--- src/rtl/serial_sub_pkg.sv ---
// Shared definitions for the digit-serial subtractor: default widths and FSM states.
package serial_sub_pkg;

  localparam int unsigned WIDTH_DEF = 32;
  localparam int unsigned DIGIT_DEF = 8;

  typedef enum logic [1:0] {
    IDLE = 2'd0,
    CALC = 2'd1,
    DONE = 2'd2
  } state_e;

endpackage

--- src/rtl/serial_subtractor_digit_sub.sv ---
// One DIGIT-bit slice subtractor: {bout, d} = a - b - bin.
module digit_sub #(
  parameter int unsigned DIGIT = 8
) (
  input  logic [DIGIT-1:0] a_i,
  input  logic [DIGIT-1:0] b_i,
  input  logic             bin_i,
  output logic [DIGIT-1:0] d_o,
  output logic             bout_o
);

  // Extend by one bit so the wrap-around of the subtraction lands in the borrow bit.
  always_comb begin
    {bout_o, d_o} = {1'b0, a_i} - {1'b0, b_i} - {{DIGIT{1'b0}}, bin_i};
  end

endmodule

--- src/rtl/serial_subtractor.sv ---
// Digit-serial subtractor: d = a - b - bin, DIGIT bits per cycle, LSB slice first.
// Valid/ready on both sides; result held in DONE until the consumer takes it.
// Optional signed-overflow output io_ovf when SERIAL_SUB_OVERFLOW_EN is defined.
module serial_subtractor
  import serial_sub_pkg::*;
#(
  parameter int unsigned WIDTH = WIDTH_DEF,
  parameter int unsigned DIGIT = DIGIT_DEF
) (
  input  logic             clock,
  input  logic             reset,
  input  logic             io_in_valid,
  output logic             io_in_ready,
  input  logic [WIDTH-1:0] io_a,
  input  logic [WIDTH-1:0] io_b,
  input  logic             io_bin,
  output logic             io_out_valid,
  input  logic             io_out_ready,
  output logic [WIDTH-1:0] io_d,
`ifdef SERIAL_SUB_OVERFLOW_EN
  output logic             io_ovf,
`endif
  output logic             io_bout
);

  localparam int unsigned NDIG  = WIDTH / DIGIT;
  localparam int unsigned CNT_W = (NDIG > 1) ? $clog2(NDIG) : 1;
  localparam logic [CNT_W-1:0] LAST_CNT = CNT_W'(NDIG - 1);

  state_e           state_q;
  logic [CNT_W-1:0] cnt_q;
  logic             borrow_q;
  logic [WIDTH-1:0] a_q;
  logic [WIDTH-1:0] b_q;
  logic [WIDTH-1:0] d_q;
  logic [WIDTH-1:0] d_d;
  logic             bout_q;
  logic             in_ready_q;
  logic             out_valid_q;
  logic [DIGIT-1:0] slice_d;
  logic             slice_bout;

`ifdef SERIAL_SUB_OVERFLOW_EN
  logic a_msb_q;
  logic b_msb_q;
  logic ovf_q;
`endif

  // Single slice subtractor, fed the low digit of the shifting operand registers.
  digit_sub #(
    .DIGIT (DIGIT)
  ) u_digit_sub (
    .a_i    (a_q[DIGIT-1:0]),
    .b_i    (b_q[DIGIT-1:0]),
    .bin_i  (borrow_q),
    .d_o    (slice_d),
    .bout_o (slice_bout)
  );

  // Result register shifts right, new slice enters at the top; full after NDIG steps.
  always_comb begin
    d_d = d_q >> DIGIT;
    d_d[WIDTH-1 -: DIGIT] = slice_d;
  end

  // Control FSM with operand/result datapath; all outputs are registered here.
  always_ff @(posedge clock or negedge reset) begin
    if (!reset) begin
      state_q     <= IDLE;
      cnt_q       <= '0;
      borrow_q    <= 1'b0;
      a_q         <= '0;
      b_q         <= '0;
      d_q         <= '0;
      bout_q      <= 1'b0;
      in_ready_q  <= 1'b1;
      out_valid_q <= 1'b0;
`ifdef SERIAL_SUB_OVERFLOW_EN
      a_msb_q     <= 1'b0;
      b_msb_q     <= 1'b0;
      ovf_q       <= 1'b0;
`endif
    end else begin
      case (state_q)
        IDLE: begin
          if (io_in_valid && in_ready_q) begin
            a_q        <= io_a;
            b_q        <= io_b;
            borrow_q   <= io_bin;
            cnt_q      <= '0;
            in_ready_q <= 1'b0;
            state_q    <= CALC;
`ifdef SERIAL_SUB_OVERFLOW_EN
            a_msb_q    <= io_a[WIDTH-1];
            b_msb_q    <= io_b[WIDTH-1];
`endif
          end
        end
        CALC: begin
          a_q      <= a_q >> DIGIT;
          b_q      <= b_q >> DIGIT;
          d_q      <= d_d;
          borrow_q <= slice_bout;
          if (cnt_q == LAST_CNT) begin
            cnt_q       <= '0;
            bout_q      <= slice_bout;
            out_valid_q <= 1'b1;
            state_q     <= DONE;
`ifdef SERIAL_SUB_OVERFLOW_EN
            // Overflow when operand signs differ and the result sign differs from a.
            ovf_q       <= (a_msb_q ^ b_msb_q) & (slice_d[DIGIT-1] ^ a_msb_q);
`endif
          end else begin
            cnt_q <= cnt_q + CNT_W'(1);
          end
        end
        DONE: begin
          if (io_out_ready) begin
            out_valid_q <= 1'b0;
            in_ready_q  <= 1'b1;
            state_q     <= IDLE;
          end
        end
        default: begin
          state_q     <= IDLE;
          in_ready_q  <= 1'b1;
          out_valid_q <= 1'b0;
        end
      endcase
    end
  end

  assign io_in_ready  = in_ready_q;
  assign io_out_valid = out_valid_q;
  assign io_d         = d_q;
  assign io_bout      = bout_q;
`ifdef SERIAL_SUB_OVERFLOW_EN
  assign io_ovf       = ovf_q;
`endif

endmodule

--- config.mk ---
export PLATFORM = sky130hd
export DESIGN_NAME = serial_subtractor
export DESIGN_NICKNAME = d
export VERILOG_FILES = /design/src/rtl/serial_sub_pkg.sv /design/src/rtl/serial_subtractor_digit_sub.sv /design/src/rtl/serial_subtractor.sv
export SDC_FILE = /design/constraint.sdc
export NUM_CORES = 1
export LEC_CHECK = 0
export ABC_CLOCK_PERIOD_IN_PS = 2250
export CAP_MARGIN = 5
export CORE_MARGIN = 5
export CORE_UTILIZATION = 47
export DETAILED_ROUTE_END_ITERATION = 8
export PLACE_DENSITY = 0.82
export SKIP_LAST_GASP = 1
export SLEW_MARGIN = 20
export SYNTH_ARGS = -nofsm -noshare
export SYNTH_HDL_FRONTEND = slang
export SYNTH_HIERARCHICAL = 1
export SYNTH_SLANG_ARGS = --single-unit
--- constraint.sdc ---
create_clock -name clock -period 2.25 [get_ports clock]
set_clock_uncertainty 0.05 [all_clocks]
set_input_delay 0.3375 -clock clock [delete_from_list [all_inputs] [get_ports clock]]
set_output_delay 0.3375 -clock clock [all_outputs]
set_load 0.005 [all_outputs]
==> flow_metrics.py, run 1 <==
metrics = {
    "outcome": {
        "status": "finished, violations left",
        "violations": "negative hold slack",
    },
    "sta": {
        "fin_crit_ns": 2.22,
        "worst_slew_pin_slew_ns": 0.562,
        "worst_slack_ns": 0.0297,
        "finalCritPeriodShare": 0.987,
        "setup_violations": 0,
        "fin_setup_tns_ns": 0,
        "rsz0062_at_grt": "no",
        "fmax_ghz": 0.450,
        "timing.hold.ws_ns": -0.0161,
        "hold_viol": 12,
        "drv_slew": 0,
        "slew_headroom": 0.625,
    },
    "power_and_ir_drop": {
        "power_frac_seq": 0.345,
        "p_comb_frac": 0.505,
        "p_leak_nw": 3.29,
        "clockPowerShare": 0.150,
        "switchingPower_mw": 3.76,
        "p_int_mw": 5.89,
        "p_per_area_nw_per_um2": 1420,
        "total_power_mw": 9.65,
        "ir_worst_vdd_uv": 611,
        "swShare": 0.389,
    },
    "routing": {
        "num_vias": 3893,
        "drc": 0,
        "first_pass_iters": 4,
        "vias_per_cell": 5.23,
        "wirelength_mm": 11.9,
        "postRouteAntennaNets": 0,
        "wl_per_cell_um": 15.9,
        "drt_iter0_markers": 234,
    },
    "grt": {
        "grt_pass1_vias": 4039,
        "grt_pass1_wl_mm": 19.5,
        "overflow": 0,
        "antenna_found_initial": 0,
        "grt_max_degree": 105,
        "grt_use_total": 0.183,
    },
    "synthesis": {
        "synth_seq_area_share": 0.494,
        "synthArstFlopShare": 1.00,
        "syn_avg_cell_area_um2": 10.6,
        "ys_types": 42,
        "yosys.area.top_type_share": 0.489,
        "yosys_warnings": 6,
        "synth_edf_count": 0,
        "yosys-top-cells-area": "dfrtp_1 (49%), o22ai_2 (11%), a21oi_2 (8.3%)",
        "syn_inst": 497,
        "synth_top_cell_by_area": "dfrtp_1",
        "ys_ff_latch": 104,
        "synth.cell_area_um2": 5270,
        "synthFlopType": "dfrtp_1",
        "syn_nets": 583,
    },
    "cts": {
        "cts_tree": "yes",
        "cts.hold.buffers_added": 0,
        "clk_latency_ns": 0.34,
        "clk_pin_slew_ns": 0.07,
        "cts_buffers": 9,
        "clockRootBuffer": "clkbuf_16",
        "cts.sinks": 104,
        "htreeDepth": 3,
        "clockBufferDepth": 2,
    },
    "floorplanning": {
        "rows": 38,
        "dieWidth_um": 116,
        "core_um2": 10900,
        "initial_core_util": 0.482,
        "io_pins": 104,
        "die-area_um2": 13400,
        "die_h_um": 116,
    },
    "finish": {
        "instances_no_fill": 745,
        "regArea_um2": 2600,
        "finalNetCount": 686,
        "design_area_um2": 6810,
        "fill_cells": 899,
        "n_antenna_cell": 0,
        "drive_above_1_share": 0.245,
        "multi_input_area_um2": 2260,
        "area_delta_synth_final_pct": 29.2,
        "layout_common_cells": "nand2_1 (103), dfrtp_1 (103), clkdlybuf4s50_1 (102)",
    },
    "critical_path": {
        "crit_type": "flip-flop to flip-flop",
        "path_max_fanout": 5,
        "reg2reg_from": "b_q[5]",
        "r2r_setup_slack_ns": 0.03,
        "rr_worst_depth": 7,
        "startpoint_type": "flip-flop",
        "endpoint_kind": "flip-flop",
        "crit_required_ns": 2.43,
        "r2r-end": "io_bout",
        "crit_arrival_ns": 2.40,
    },
    "place": {
        "portBuffers": 103,
        "dp_slack_ns": -0.0905,
        "place_inst": 725,
        "dp.final_hpwl_mm": 8.58,
        "dpl_cell_area_um2": 6460,
        "place.gp.congestion": 0.789,
    },
    "flow_run": {
        "drv_cap": 0,
    },
    "min_path": {
        "hp-class": "input port to asynchronous set/reset pin",
    },
}
-- power by group through the flow --
stage          Clock (mW)  Combinational, mW  Sequential (mW)
2_1_floorplan           0               3.18             3.22
3_3_place_gp            0               4.34             3.31
3_5_place_dp            0               4.56             3.37
4_1_cts              1.48               4.75             3.34
5_1_grt              1.53               5.39             3.44
6_report             1.44               4.88             3.33
-- synthesized netlist by cell type (all sizes together) (2+ instances only) --
cell / n
mux2i: 7
a22o: 10
nand2: 105
clkbuf: 2
a21oi: 54
nor2: 14
nand3: 3
a21o: 2
buf: 25
xor2: 2
nand3b: 2
inv: 74
xnor2: 3
o22ai: 50
a21boi: 2
fa: 2
dfrtp: 103
ha: 15
and2b: 3
o21ai: 4
nor3: 2
-- routing by layer --
layer / GRT usage / up-vias / wire [um]
li1: - / 1849 / -
met1: 0.244 / 1886 / 5080
met2: 0.297 / 130 / 5830
met3: 0.0366 / 28 / 693
met4: 0.0712 / 0 / 276
met5: 0 / - / 0
-- worst max-delay path: stages, from the launching register on --
cell	delay [ns]
dfrtp_1	0.40
ha_1	0.30
inv_1	0.05
ha_1	0.32
a21oi_2	0.28
o21ai_1	0.12
a211o_1	0.31
mux2_4	0.28
-- kinds of logic (layout without fill, tap and decap cells) --
kind of cell,count (synthesis),count (layout),synth area share
buffers and inverters,101,209,0.0915
flip-flops,104,104,0.494
adder cells (fa/ha/maj),17,17,0.0432
AO/OA/AOI/OAI,128,128,0.241
AND/OR/NAND/NOR,134,134,0.106
multiplexers,8,8,0.0154
XOR/XNOR,5,5,0.00832
-- what timing repair did --
item,in CTS,in global routing
endpoints found under the hold margin,0,0
endpoints found under the setup margin,2,2
gates resized for setup,6,5
pin swaps,3,4
setup buffers,3,1
-- flip-flops by register name, summed over array words and instances (netlist names) --
| register | count |
|---|---|
| io_d | 32 |
| borrow_q | 1 |
| a_q | 32 |
| io_out_valid | 1 |
| state_q | 2 |
| io_bout | 1 |
| b_q | 32 |
| io_in_ready | 1 |
| cnt_q | 2 |
-- per-stage QoR --
step | hold slack [ns] | util
finish | -0.0161 | 0.622
global route | 0.0553 | 0.622
CTS | 0.0299 | 0.620
detailed placement | 0.401 | 0.591
global placement | 0.397 | 0.591
floorplan | -0.00809 | -
-- worst max-delay path by stage --
stage,from,endpoint,cells past startpoint
finish,b_q[5],io_bout,7
floorplan,a_q[0],io_bout,8
CTS,b_q[3],io_bout,8
detailed placement,a_q[0],io_bout,8
global placement,a_q[0],io_bout,8
global route,a_q[5],io_bout,8
-- final cells by class --
type / instances / share of cell area
Clock inverter: 5 / 0.00478
Multi-Input combinational cell: 292 / 0.332
Sequential cell: 104 / 0.383
Clock buffer: 11 / 0.0342
Timing Repair Buffer: 119 / 0.180
Tap cell: 140 / 0.0257
Inverter: 74 / 0.0408
Note: power is estimated with default switching activity, not from simulation.
==> run 2: changes to the inputs <==
GPL_ROUTABILITY_DRIVEN = 0   (was default)
PLACE_DENSITY = 0.77   (was 0.82)
==> flow_metrics.py, run 2 (synthesis results as in run 1) <==
metrics = {
    "power_and_ir_drop": {
        "p_per_area_nw_per_um2": 1410,
        "ir_worst_vdd_uv": 740,
        "p_leak_nw": 3.33,
    },
    "finish": {
        "fill_cells": 897,
        "finalNetCount": 690,
        "design_area_um2": 6900,
        "area_delta_synth_final_pct": 30.9,
        "drive_above_1_share": 0.250,
        "regArea_um2": 2600,
        "multi_input_area_um2": 2260,
        "instances_no_fill": 749,
        "n_antenna_cell": 0,
        "layout_common_cells": "nand2_1 (103), dfrtp_1 (103), clkdlybuf4s50_1 (102)",
        "final_util": 0.631,
    },
    "cts": {
        "clk_pin_slew_ns": 0.07,
        "htreeDepth": 3,
        "cts.sinks": 104,
        "clockBufferDepth": 2,
        "clk_latency_ns": 0.33,
        "cts_tree": "yes",
        "clockRootBuffer": "clkbuf_16",
        "cts_buffers": 9,
    },
    "grt": {
        "grt_pass1_wl_mm": 19.7,
        "antenna_found_initial": 0,
        "grt_max_degree": 59,
        "grt_use_total": 0.183,
        "grt_pass1_vias": 4021,
        "overflow": 0,
    },
    "floorplanning": {
        "rows": 38,
        "die_h_um": 116,
        "initial_core_util": 0.482,
        "dieWidth_um": 116,
        "core_um2": 10900,
        "die-area_um2": 13400,
        "io_pins": 104,
    },
    "routing": {
        "postRouteAntennaNets": 0,
        "wl_per_cell_um": 15.8,
        "drt_iter0_markers": 207,
        "vias_per_cell": 5.11,
        "wirelength_mm": 11.9,
        "num_vias": 3826,
        "drc": 0,
        "first_pass_iters": 4,
    },
    "sta": {
        "fin_crit_ns": 2.20,
        "drv_slew": 0,
        "worst_slew_pin_slew_ns": 0.387,
        "finalCritPeriodShare": 0.976,
        "hold_viol": 0,
        "slew_headroom": 0.742,
        "rsz0062_at_grt": "yes",
        "fmax_ghz": 0.456,
        "setup_violations": 0,
        "timing.hold.ws_ns": 0.371,
    },
    "critical_path": {
        "crit_type": "flip-flop to flip-flop",
        "crit_arrival_ns": 2.36,
        "crit_required_ns": 2.41,
        "startpoint_type": "flip-flop",
        "endpoint_kind": "flip-flop",
        "crit_family": "adder cells",
        "crit_slowest_cell": "fa_2",
        "worstPathCellList": "inv_2 -> fa_2 -> inv_2 -> fa_2 -> a21boi_2 -> o211ai_2 -> nor2_1 -> a211o_1 -> mux2_4",
        "worst-path-buf-inv": 2,
        "path_max_fanout": 3,
        "slowest_delay_ns": 0.40,
    },
    "outcome": {
        "status": "completed",
    },
    "place": {
        "dpl_cell_area_um2": 6510,
        "place_inst": 730,
        "dp.final_hpwl_mm": 8.59,
        "portBuffers": 103,
    },
    "min_path": {
        "hp-class": "input port to asynchronous set/reset pin",
    },
    "flow_run": {
        "drv_cap": 0,
    },
}
==> run 2: per-layer routing <==
layer / up-vias / part of all wire / global-route usage
li1: 1858 / - / -
met1: 1853 / 0.45 / 0.249
met2: 100 / 0.48 / 0.300
met3: 15 / 0.049 / 0.0350
met4: 0 / 0.018 / 0.0534
met5: - / 0 / 0
==> run 2: timing repair <==
action	CTS	global route
hold endpoints to repair	19	0
setup endpoints to repair	2	2
hold buffers	1	0
pin swaps	3	7
resized for setup	5	4
buffers inserted	1	1
cloned	0	0
==> run 2: path summary, 6_finish.rpt <==
check | depth (start not counted) | slack, ns | from | end
hold / removal | 2 | 0.37 | reset | io_d[5]
max in group asynchronous | 3 | 1.09 | reset | io_in_ready
hold reg to reg | 2 | 0.43 | io_d[4] | io_d[4]
setup / recovery | 9 | 0.05 | borrow_q | io_bout
min in group clock | 2 | 0.43 | io_d[4] | io_d[4]
setup reg to reg | 9 | 0.05 | borrow_q | io_bout
==> run 2: stage by stage <==
| stage | total power, mW | setup TNS [ns] | setup slack, ns |
|---|---|---|---|
| global placement | 7.69 | 0 | 0.0747 |
| global route | 10.5 | -0.0264 | -0.0264 |
| floorplan | 6.40 | 0 | 0.137 |
| detailed placement | 7.92 | -0.0548 | -0.0548 |
| finish | 9.74 | 0 | 0.0547 |
| CTS | 9.68 | 0 | 0.0190 |
==> run 2: cell type report <==
cell class	instances	area share
inverter	74	0.0403
tap	140	0.0254
sequential	104	0.378
timing repair buffer	123	0.184
clock buffer	10	0.0347
multi-input combinational	292	0.327
clock inverter	6	0.0107
==> run 2: power by group <==
group / internal (mW) / switching [mW]
sequential: 2.71 / 0.627
combinational: 2.39 / 2.40
clock: 0.907 / 0.703
